$ cat src/rtl/wide_inv_bist.sv
// wide_inv_bist: self-test driver and checker for the wide_inv datapath.
// It waits for the DUT to report ready, then drives an 11-entry pattern ROM onto
// dut_d_in, each word held for HOLD_CYCLES cycles. Every returned word is checked
// against the bitwise inverse of the word driven DUT_LATENCY cycles earlier, and a
// pass/fail summary is reported.
//
// Parameters:
//   DUT_LATENCY   cycles from dut_d_in changing to the matching dut_d_out (0..7)
//   HOLD_CYCLES   cycles each pattern is held on dut_d_in (1..255)
// Ports:
//   clock         rising-edge clock
//   rst           asynchronous active-high reset
//   start         begin a run (sampled in IDLE or DONE)
//   dut_rdy       DUT ready; a drop while driving or draining aborts the run
//   dut_d_out     DUT response
//   dut_d_in      registered stimulus to the DUT
//   busy          high in WAIT_RDY, DRIVE and DRAIN
//   done          high in DONE
//   pass          done with no mismatches and no abort
//   aborted       the run ended early because dut_rdy fell
//   err_count     mismatching compare cycles, saturating at 255
//   first_err_idx pattern index of the first mismatch, 4'hF if none
module wide_inv_bist #(
  parameter int unsigned DUT_LATENCY = 1,
  parameter int unsigned HOLD_CYCLES = 2
) (
  input  logic        clock,
  input  logic        rst,
  input  logic        start,
  input  logic        dut_rdy,
  input  logic [31:0] dut_d_out,
  output logic [31:0] dut_d_in,
  output logic        busy,
  output logic        done,
  output logic        pass,
  output logic        aborted,
  output logic [7:0]  err_count,
  output logic [3:0]  first_err_idx
);

  typedef enum logic [2:0] {StIdle, StWaitRdy, StDrive, StDrain, StDone} state_e;

  localparam logic [3:0] LastIdx   = 4'd10;
  localparam logic [3:0] NoErr     = 4'hF;
  localparam logic [7:0] LastHold  = 8'(HOLD_CYCLES - 1);
  localparam logic [2:0] LastDrain = (DUT_LATENCY == 0) ? 3'd0 : 3'(DUT_LATENCY - 1);

  function automatic logic [31:0] rom_word(input logic [3:0] idx);
    logic [31:0] w;
    unique case (idx)
      4'd0:    w = 32'h0000_0000;
      4'd1:    w = 32'hffff_ffff;
      4'd2:    w = 32'hffff_0000;
      4'd3:    w = 32'h0000_ffff;
      4'd4:    w = 32'h5555_5555;
      4'd5:    w = 32'haaaa_aaaa;
      4'd6:    w = 32'h1111_1111;
      4'd7:    w = 32'h2222_2222;
      4'd8:    w = 32'h4444_4444;
      4'd9:    w = 32'h8888_8888;
      default: w = 32'h0000_0000;
    endcase
    return w;
  endfunction

  state_e      state_q, state_d;
  logic [3:0]  idx_q, idx_d;
  logic [7:0]  hold_q, hold_d;
  logic [2:0]  drain_q, drain_d;
  logic [31:0] din_q, din_d;
  logic [7:0]  err_q, err_d;
  logic [3:0]  first_q, first_d;
  logic        aborted_q, aborted_d;

  // Ready dropping while stimulus or responses are in flight ends the run.
  logic abort;
  assign abort = ((state_q == StDrive) || (state_q == StDrain)) && !dut_rdy;

  // Expect entry for the word currently visible on dut_d_in.
  logic        push_v;
  logic [31:0] push_e;
  logic [3:0]  push_i;
  assign push_v = (state_q == StDrive);
  assign push_e = ~din_q;  // din_q holds ROM[idx_q] throughout DRIVE
  assign push_i = idx_q;

  logic        tail_v;
  logic [31:0] tail_e;
  logic [3:0]  tail_i;

  if (DUT_LATENCY == 0) begin : g_no_pipe
    assign tail_v = push_v;
    assign tail_e = push_e;
    assign tail_i = push_i;
  end else begin : g_pipe
    logic        pv_q [DUT_LATENCY];
    logic [31:0] pe_q [DUT_LATENCY];
    logic [3:0]  pi_q [DUT_LATENCY];

    always_ff @(posedge clock or posedge rst) begin
      if (rst) begin
        for (int i = 0; i < int'(DUT_LATENCY); i++) begin
          pv_q[i] <= 1'b0;
          pe_q[i] <= '0;
          pi_q[i] <= '0;
        end
      end else begin
        pv_q[0] <= push_v & ~abort;
        pe_q[0] <= push_e;
        pi_q[0] <= push_i;
        for (int i = 1; i < int'(DUT_LATENCY); i++) begin
          pv_q[i] <= pv_q[i-1] & ~abort;
          pe_q[i] <= pe_q[i-1];
          pi_q[i] <= pi_q[i-1];
        end
      end
    end

    assign tail_v = pv_q[DUT_LATENCY-1];
    assign tail_e = pe_q[DUT_LATENCY-1];
    assign tail_i = pi_q[DUT_LATENCY-1];
  end

  always_comb begin
    state_d   = state_q;
    idx_d     = idx_q;
    hold_d    = hold_q;
    drain_d   = drain_q;
    din_d     = 32'h0;
    err_d     = err_q;
    first_d   = first_q;
    aborted_d = aborted_q;

    // An aborting cycle flushes outstanding expects without checking them.
    if (tail_v && !abort && (dut_d_out != tail_e)) begin
      if (err_q != 8'hFF) err_d = err_q + 8'd1;
      if (first_q == NoErr) first_d = tail_i;
    end

    unique case (state_q)
      StIdle, StDone: begin
        if (start) begin
          err_d     = 8'd0;
          first_d   = NoErr;
          aborted_d = 1'b0;
          state_d   = StWaitRdy;
        end
      end
      StWaitRdy: begin
        if (dut_rdy) begin
          state_d = StDrive;
          idx_d   = 4'd0;
          hold_d  = 8'd0;
          din_d   = rom_word(4'd0);
        end
      end
      StDrive: begin
        if (abort) begin
          aborted_d = 1'b1;
          state_d   = StDone;
        end else if (hold_q == LastHold) begin
          if (idx_q == LastIdx) begin
            drain_d = 3'd0;
            state_d = (DUT_LATENCY == 0) ? StDone : StDrain;
          end else begin
            idx_d  = idx_q + 4'd1;
            hold_d = 8'd0;
            din_d  = rom_word(idx_q + 4'd1);
          end
        end else begin
          hold_d = hold_q + 8'd1;
          din_d  = rom_word(idx_q);
        end
      end
      StDrain: begin
        if (abort) begin
          aborted_d = 1'b1;
          state_d   = StDone;
        end else if (drain_q == LastDrain) begin
          state_d = StDone;
        end else begin
          drain_d = drain_q + 3'd1;
        end
      end
      default: state_d = StIdle;
    endcase
  end

  always_ff @(posedge clock or posedge rst) begin
    if (rst) begin
      state_q   <= StIdle;
      idx_q     <= 4'd0;
      hold_q    <= 8'd0;
      drain_q   <= 3'd0;
      din_q     <= 32'h0;
      err_q     <= 8'd0;
      first_q   <= NoErr;
      aborted_q <= 1'b0;
    end else begin
      state_q   <= state_d;
      idx_q     <= idx_d;
      hold_q    <= hold_d;
      drain_q   <= drain_d;
      din_q     <= din_d;
      err_q     <= err_d;
      first_q   <= first_d;
      aborted_q <= aborted_d;
    end
  end

  assign dut_d_in      = din_q;
  assign busy          = (state_q == StWaitRdy) || (state_q == StDrive) || (state_q == StDrain);
  assign done          = (state_q == StDone);
  assign pass          = done && (err_q == 8'd0) && !aborted_q;
  assign aborted       = aborted_q;
  assign err_count     = err_q;
  assign first_err_idx = first_q;

endmodule

$ cat config.mk
export PLATFORM = sky130hd
export DESIGN_NAME = wide_inv_bist
export DESIGN_NICKNAME = d
export VERILOG_FILES = /design/src/rtl/wide_inv_bist.sv
export SDC_FILE = /design/constraint.sdc
export NUM_CORES = 1
export LEC_CHECK = 0
export BUFFER_PORTS_ARGS = -buffer_cell sky130_fd_sc_hd__buf_4
export CORE_UTILIZATION = 45
export CTS_BUF_LIST = sky130_fd_sc_hd__clkbuf_8 sky130_fd_sc_hd__clkbuf_16
export CTS_CLUSTER_SIZE = 25
export DETAILED_ROUTE_END_ITERATION = 10
export PLACE_DENSITY = 0.69
export REMOVE_ABC_BUFFERS = 1
export SLEW_MARGIN = 20
export SYNTH_ARGS = -nofsm -noshare
export SYNTH_HDL_FRONTEND = slang
export SYNTH_SLANG_ARGS = --single-unit
$ cat constraint.sdc
create_clock -name clock -period 4.55 [get_ports clock]
set_clock_uncertainty 0.1 [all_clocks]
set_input_delay 0.455 -clock clock [delete_from_list [all_inputs] [get_ports clock]]
set_output_delay 0.455 -clock clock [all_outputs]
set_load 0.01 [all_outputs]
; ---- Yosys cells after proc, flatten, opt, wreduce, memory -nomap -nowiden
; Memories as Yosys holds them, arrays and structs flattened.
; Index checks and enable logic that the tools add are counted.
[op_classes]
n_addsub = 4
n_eq_ne = 22
muxes = 39
bitwise = 3
reduce_logical = 24
[op_table]
columns = op, n
row1 = 32-bit two-way mux, 4
row2 = 8-bit two-way mux, 8
row3 = 3-bit two-way mux, 12
row4 = 4-bit two-way mux, 8
row5 = 32-bit != test, 1
row6 = 32-bit NOT, 1
row7 = 8-bit by 1-bit adder with 8-bit output (second input constant), 2
row8 = 8-bit case mux with 2 select lines, 1
row9 = 2-bit != test (second input constant), 6
row10 = 3-bit case mux with 4 select lines, 1
row11 = 5-bit AND reduction, 2
row12 = 3-bit by 2-bit != test with 1-bit output (second input constant), 3
row13 = 4-bit == test (second input constant), 2
row14 = 8-bit by 1-bit == test with 1-bit output (second input constant), 1
row15 = 8-bit logical NOT, 1
row16 = 8-bit != test (second input constant), 1
row17 = 4-bit case mux with 2 select lines, 1
row18 = 3-bit by 2-bit == test with 1-bit output (second input constant), 2
row19 = 3-bit logical NOT, 2
row20 = 2-bit by 1-bit != test with 1-bit output (second input constant), 3
row21 = 3-bit case mux with 2 select lines, 1
row22 = 6-bit AND reduction, 1
row23 = 2-bit nonzero test, 3
row24 = 1-bit logical AND, 5
row25 = 14 further kinds, 20
[totals]
register_bits = 100
rom_bits = 1024
input_bits = 36
out_inout_bits = 48
wordCells = 105
memories = 2
[mem_list]
columns = memory, depth, width, read_ports, rd_ports_with_merged_regs, write_ports, line_no
row1 = (name not given), 16, 32, 1, 0, 0, 50  ; unique case (idx)
row2 = (name not given), 16, 32, 1, 0, 0, 50

; ---- Longest topological paths before layout
; Gate-level depths: netlist of the first run.
[depth]
ltp_word = 9
depth_mapped = 9
depth_no_buf = 8

; ---- Worst setup path before layout of the first run
; No wires, ideal clock.
[synth_path]
path_kind = reg-to-reg
start = register idx_q[0]
end = register idx_q[2]
setup_time_ns = 0.122
arrival_time_ns = 2.072
required_time_ns = 4.328
slack_ns = 2.256
path_stages_with_launch = 10
path_buffers = 1
period_less_slack_ns = 2.294
path_cell_list = dfrtp_1 -> clkbuf_1 -> inv_1 -> ha_1 -> nand3b_1 -> nand2_1 -> a21oi_1 -> o21ai_0 -> o21bai_1 -> a32o_1
[synth_via]
elab_chain_cells = 5
word_cells_on_any_way = 8
cone_classes = add/sub (1) / eq/ne (2) / mux (4) / reduce/logical (1)
[synth_lines]
columns = item, line_no
row1 = from (decl), 67  ; logic [3:0] idx_q, idx_d;
row2 = from (signal assigned), 201  ; idx_q <= idx_d;
row3 = 4-bit by 1-bit adder with 4-bit output, 166  ; idx_d = idx_q + 4'd1;
row4 = 4-bit two-way mux, 162  ; if (idx_q == LastIdx) begin
row5 = 4-bit two-way mux, 161  ; end else if (hold_q == LastHold) begin
row6 = 4-bit two-way mux, 158  ; if (abort) begin
row7 = 4-bit case mux with 2 select lines, 140  ; unique case (state_q)
; Parallel ways exist; a longest one is shown, timed or not. The select of a mux whose other input is x is not followed.
; A chain may end at the register's enable or synchronous reset.

; ---- Worst setup path after layout of the first run
[layout_path]
start = register hold_q[5]
end = register din_q[12] (netlist: dut_d_in[12])
[layout_via]
elab_chain_cells = 4
[layout_lines]
columns = item, line_no
row1 = from (decl), 68  ; logic [7:0] hold_q, hold_d;
row2 = from (signal assigned), 202  ; hold_q <= hold_d;
row3 = 8-bit by 1-bit == test with 1-bit output, 161
row4 = 32-bit two-way mux, 161
row5 = 32-bit two-way mux, 158
row6 = 32-bit two-way mux, -
row7 = to (signal assigned), 204  ; din_q <= din_d;
row8 = to (decl), 70  ; logic [31:0] din_q, din_d;
; Every way passes these cells.

==> impl_results.md, run 1 <==
* Unrepaired setup endpoints after global routing: no
* # fillers at about 630
* Final net count at about 470
* Detail Route Antenna Nets at 0
* HPWL after DPL at roughly 5600 um
* Min-Delay Path Class: register to register
* Tcrit/Tclk final at 55.2%
* Synthesized area per cell at 8.74 sq um
* Clk buf depth at 2
* Peak supply drop at 0.168 mV
* Post-synth top area cell: dfrtp_1
* Synth top area cells: dfrtp_1 (37%), buf_4 (5.8%), and3_1 (4.4%), o21ai_0 (4.3%), ha_1 (4.2%)
* N_diodes at 0
* Initial Utilization at around 47%
* Clk_lat worst skew at 0.31 ns
* CP max FO at 11
* Worst Setup End Kind: register
* XOR/XNOR Fraction of Synth Area at under 10%
* # rows at 30
* Async SR Flop Fraction at 100%
* I/O Pins at 84
* Status: finished, final reports clean
* Synth Area in Compound Gates at 16.8%
* Gr ovfl total at 0
* Clock slew at reported path FFs at 0.10 ns
* Clk sinks at 52
* Max Cap Viol at 0
* Layout Utilization at 56.4%
* Vias per cell at 5.38
* CTS root buf: clkbuf_8
* Synth warn at 0
* Minimum clock period at around 2.5 ns
* Clock buffer count from CTS at 5
* DR pass1 iterations at 4
* Gate Count Post-Synth at 371
* Setup crit start kind: register
* Critical Path RT at between 4 and 5 ns
* Clock tree from TritonCTS: done
* Final Slew Violations at 0
* Global Route Usage Sum at 20.5%
* Fin Setup TNS at 0 ns
* P&R area growth vs syn at 19.5%
* H-tree lvl count at 2
* Final Wtd Congestion at roughly 0.86
* Core Footprint at roughly 7000 sq um
* Post-synthesis sequential area ratio at 40.3%
* Die H at 86.9 um
* Synth unique cells at 57
* WHS Path Cells at 1
* Largest family of logic cells by synthesized area: simple AND/OR/NAND/NOR gates
* Post-synth top area share at between 30% and 40%
* Fmax at 398 MHz
* Kind of critical path: register to register
* First-pass GRT wire length at between 10000 and 15000 um
* Prevailing post-synth register cell: dfrtp_1
* Adder-cell area share of the yosys netlist at 4.24%
* Setup violators final at 0
* # DRC at 0
* Pre-CTS setup slack at 2.07 ns
* Reg area at about 1300 sq um
* Post-Synth Simple-Gate Area at 25.6%
* Die X at 86.9 um
* DRT iter0 DRCs at 106
* Slew at the pin closest to its max-slew limit at 0.740 ns
* Die ar. at 7550 sq um
* Mapped Area at 3240 sq um
* Input/output buffers at 83
* LEAKAGE at 1.77 nW
* Initial antenna violation count at 0
* EDFF count, synth at 0
* R2R cell count at 6
* Vias in the first global route at 2544
* Final setup margin at 2.04 ns
* Drt total wl at 7400 um
* WL/cell at 14.1 um
* Final Hold Viols at 0
* Arrival @ worst endpoint at 2.64 ns
* Layout cells sized above 1 at 25.8%
* Mux contribution to synthesized area at 1.31%
* FF+latch count, synth at 52
* Slew margin rel. at 50.7%
* Largest net degree at the start of global routing at 42
* Via Count at 2813
* Power per cell area at 410 nW/um^2
* Area of the multi-input gates at 1620 sq um
## per-stage QoR
stage	std cells	total power, mW	area [sq um]	hold WS, ns
3_3_place_gp	514	1.25	3750	0.302
5_1_grt	523	1.71	3880	0.389
3_5_place_dp	514	1.27	3750	0.303
6_report	523	1.59	3880	0.384
2_1_floorplan	334	1.04	3000	0.342
4_1_cts	523	1.60	3880	0.388
## layout by cell type (no fill, tap or decap), types with 6 or more instances in the layout
cell type,n
nand2_1,28
and3_1,23
o22ai_1,9
dfrtp_1,48
o41ai_1,6
inv_1,20
o21ai_0,28
nor2_1,26
nand2b_1,9
nor3_1,21
ha_1,11
nand3_1,13
nor2b_1,8
buf_4,84
a21oi_1,13
## critical path: stages (launching register included)
cell and delay [ns]:
dfrtp_1 0.43, or4_4 0.57, or3_4 0.46, nor2_1 0.23
mux2_2 0.38, a2bb2oi_1 0.15, a21oi_1 0.12
## sequential cells by signal, summed over array words and instances (netlist names), 3 cells and up
name	flops
dut_d_in	8
idx_q	4
state_q	3
g_pipe.pe_q	8
hold_q	8
err_count	8
drain_q	3
g_pipe.pi_q	4
first_err_idx	4
## routing by layer
metal | vias up | share of wire [%] | GRT usage, %
li1 | 1421 | - | -
met1 | 1305 | 47 | 28.3
met2 | 77 | 47 | 33.0
met3 | 10 | 4.4 | 2.94
met4 | 0 | 1.3 | 6.82
met5 | - | 0 | 0
## cell usage after synthesis (2+ instances only)
library cell,instances
and3_1,23
nand2b_1,9
ha_1,11
nor4_1,4
or2_2,2
clkbuf_1,8
mux2_2,2
o31ai_1,3
o21ai_0,28
xnor2_1,3
nor2b_1,8
nand2_1,28
a21oi_1,13
mux2i_1,2
or4_1,2
xor2_1,4
or3_1,3
a211oi_1,3
o211ai_1,2
nor3_1,21
and2_1,4
inv_1,21
dfrtp_1,48
a31oi_1,2
o21ai_1,2
dfstp_2,4
nand4_1,5
o22ai_1,9
nor2_1,26
buf_2,2
o41ai_1,6
nand3_1,13
a221oi_1,2
buf_4,25
## report_power, final
group	total, mW	leakage, nW	switching, mW	internal [mW]
clock network	0.328	0.0548	0.162	0.166
logic	0.617	1.06	0.344	0.272
registers	0.644	0.659	0.0980	0.546
total	1.59	1.77	0.604	0.984
## worst paths after layout
path / to / start / slack (ns)
setup / recovery: dut_d_in[12] / hold_q[5] / 2.04
hold / removal: drain_q[2] / drain_q[2] / 0.38
hold reg to reg: drain_q[2] / drain_q[2] / 0.38
max in group asynchronous: g_pipe.pe_q[27] / rst / 3.04
setup reg to reg: dut_d_in[12] / hold_q[5] / 2.04
min in group asynchronous: hold_q[7] / rst / 0.52
## area by class of cell
type	instances	share of cell area, %
inverters	21	2.03
repair buffers	85	16.5
flip-flops and latches	52	33.7
well taps	96	3.10
clock buffers	5	1.77
clock inverters	3	1.19
multi-input cells	261	41.7
## kinds of logic after synthesis
| logic type | Yosys count |
|---|---|
| buffers and inverters | 58 |
| DFF | 52 |
| muxes | 4 |
| and+or+nand+nor | 157 |
| adders and majority gates | 11 |
| AOI/OAI and AO/OA | 82 |
| xor gates and xnor gates | 7 |
## repair_timing
action	CTS	global route
setup buffers	0	0
hold endpoints to repair	11	0
hold buffers	1	0
resized for setup	0	0
No activity file was read; power rests on OpenSTA's default activity.
==> inputs of run 2 (changes only) <==
- PLACE_DENSITY: 0.69 -> 0.71
- clock period: 4.55 -> 2.25 ns (I/O delays scaled with it)
==> impl_results.md, run 2 (same netlist as run 1, synthesis figures left out) <==
* Status: finished, final reports clean
* Initial Utilization at 47.2% (unchanged)
* Critical Path RT at 2.35 ns (-2.33 ns)
* HPWL after DPL at 5760 um (+2.7%)
* Input/output buffers at 83 (unchanged)
* Max Cap Viol at 0 (unchanged)
* Final net count at 499 (+5.5%)
* I/O Pins at 84 (unchanged)
* Layout Utilization at 59.6% (+3.2 points)
* Final setup margin at 0.0612 ns (-1.98 ns)
* Final Slew Violations at 0 (unchanged)
* Setup violators final at 0 (unchanged)
* N_diodes at 0 (unchanged)
* Clock tree from TritonCTS: done
* Clk_lat worst skew at 0.31 ns (about the same)
* Core Footprint at 6870 sq um (unchanged)
* Vias per cell at 5.38 (about the same)
* Via Count at 2955 (+5.0%)
* CTS root buf: clkbuf_8
* Final Wtd Congestion at 0.868 (+0.88%)
* Clock slew at reported path FFs at 0.09 ns (about the same)
* Worst Setup SP: hold_q[5]
* Min-Delay Path Class: primary input to register
* Vias in the first global route at 2636 (+3.6%)
* Slew margin rel. at 63.7% (+13 points)
* H-tree lvl count at 2 (unchanged)
* Detail Route Antenna Nets at 0 (unchanged)
* Placed cells at 538 (+4.7%)
* Die X at 86.9 um (unchanged)
* LEAKAGE at 1.91 nW (+8.0%)
* DRT iter0 DRCs at 133 (+25%)
* Hold Slack at 0.135 ns (-0.249 ns)
* Minimum clock period at 2.19 ns (-0.322 ns)
* Worst Setup End Kind: register
* R2r startpoint: hold_q[5]
* Most frequent cells in the layout: buf_4 (109), dfrtp_1 (48), nand2_1 (28)
* Hold Startpoint: start
* DR pass1 iterations at 4 (unchanged)
* Peak supply drop at 0.460 mV (+170%)
* # rows at 30 (unchanged)
* Die ar. at 7550 sq um (unchanged)
* First-pass GRT wire length at 12100 um (-0.34%)
* WL/cell at 13.5 um (-4.7%)
* Gr ovfl total at 0 (unchanged)
* Initial antenna violation count at 0 (unchanged)
* Largest net degree at the start of global routing at 31 (-26%)
* Reg2Reg Setup Slack at 0.06 ns (-1.98 ns)
* Non-Filler Instances at 549 (+5.0%)
* Power per cell area at 823 nW/um^2 (+100%)
* Slew at the pin closest to its max-slew limit at 0.541 ns (-0.199 ns)
* Pre-CTS setup slack at 0.00968 ns (-2.06 ns)
* Final Hold Viols at 0 (unchanged)
* CP endpoint: drain_q[0]
* Kind of critical path: register to register
* Arrival @ worst endpoint at 2.29 ns (-0.35 ns)
* Layout cells sized above 1 at 30.9% (+5.1 points)
* Global Route Usage Sum at 20.4% (-0.10 points)
* P&R area growth vs syn at 26.2%
* Tcrit/Tclk final at 97.3% (+42 points)
* Most common cell after layout, fill and taps aside: buf_4
* Clk sinks at 52 (unchanged)
* Worst reg2reg endpoint: drain_q[0]
* Setup crit start kind: register
* R2R cell count at 6 (unchanged)
* Clk buf depth at 2 (unchanged)
* Unrepaired setup endpoints after global routing: yes
* CP max FO at 3 (-8)
* Drt total wl at 7400 um (about the same)
* Die H at 86.9 um (unchanged)
* Fmax at 457 MHz (+15%)
* Overall power at 3.37 mW (+110%)
* Clock buffer count from CTS at 5 (unchanged)
* # DRC at 0 (unchanged)
run 2: worst min path at each step:
stage,end,cells after the start
floorplan,state_q[0],2
global placement,hold_q[7],2
detailed placement,hold_q[5],2
CTS,state_q[0],3
global route,state_q[0],3
finish,state_q[0],3
run 2: critical path, stage by stage (launching register included):
cell and delay [ns]:
dfrtp_1 0.39, or4_4 0.54, or3_4 0.36, buf_6 0.14, o31ai_4 0.17, nand3_2 0.12, mux2_2 0.27
run 2: metal layers:
layer | GRT usage (%) | vias up | part of all wire [%]
li1 | - | 1464 | -
met1 | 25.4 | 1401 | 44
met2 | 35.6 | 82 | 49
met3 | 4.64 | 8 | 5.4
met4 | 5.00 | 0 | 1.2
met5 | 0 | - | 0
run 2: layout make-up:
type	count	area [sq um]
Fill cell	639	2770
Sequential cell	52	1310
Clock inverter	2	38.8
Multi-Input combinational cell	261	1630
Timing Repair Buffer	111	840
Tap cell	96	120
Inverter	21	78.8
Clock buffer	6	82.6
run 2: metrics by stage:
| step | setup TNS [ns] | area, sq um |
|---|---|---|
| finish | 0 | 4100 |
| floorplan | -0.0981 | 3000 |
| global route | -0.0168 | 4100 |
| CTS | 0 | 4070 |
| global placement | 0 | 3930 |
| detailed placement | 0 | 3930 |
run 2: timing repair:
action / CTS / global route
hold endpoints to repair: 48 / 0
resized for setup: 1 / 5
pin swaps: 0 / 3
setup endpoints to repair: 1 / 14
hold buffers: 1 / 0
setup buffers: 0 / 2
run 2: report_power, final:
group | leakage, nW | internal, mW | switching, mW | total, mW
Sequential | 0.659 | 1.10 | 0.179 | 1.28
Clock | 0.0614 | 0.364 | 0.304 | 0.667
Combinational | 1.19 | 0.676 | 0.745 | 1.42
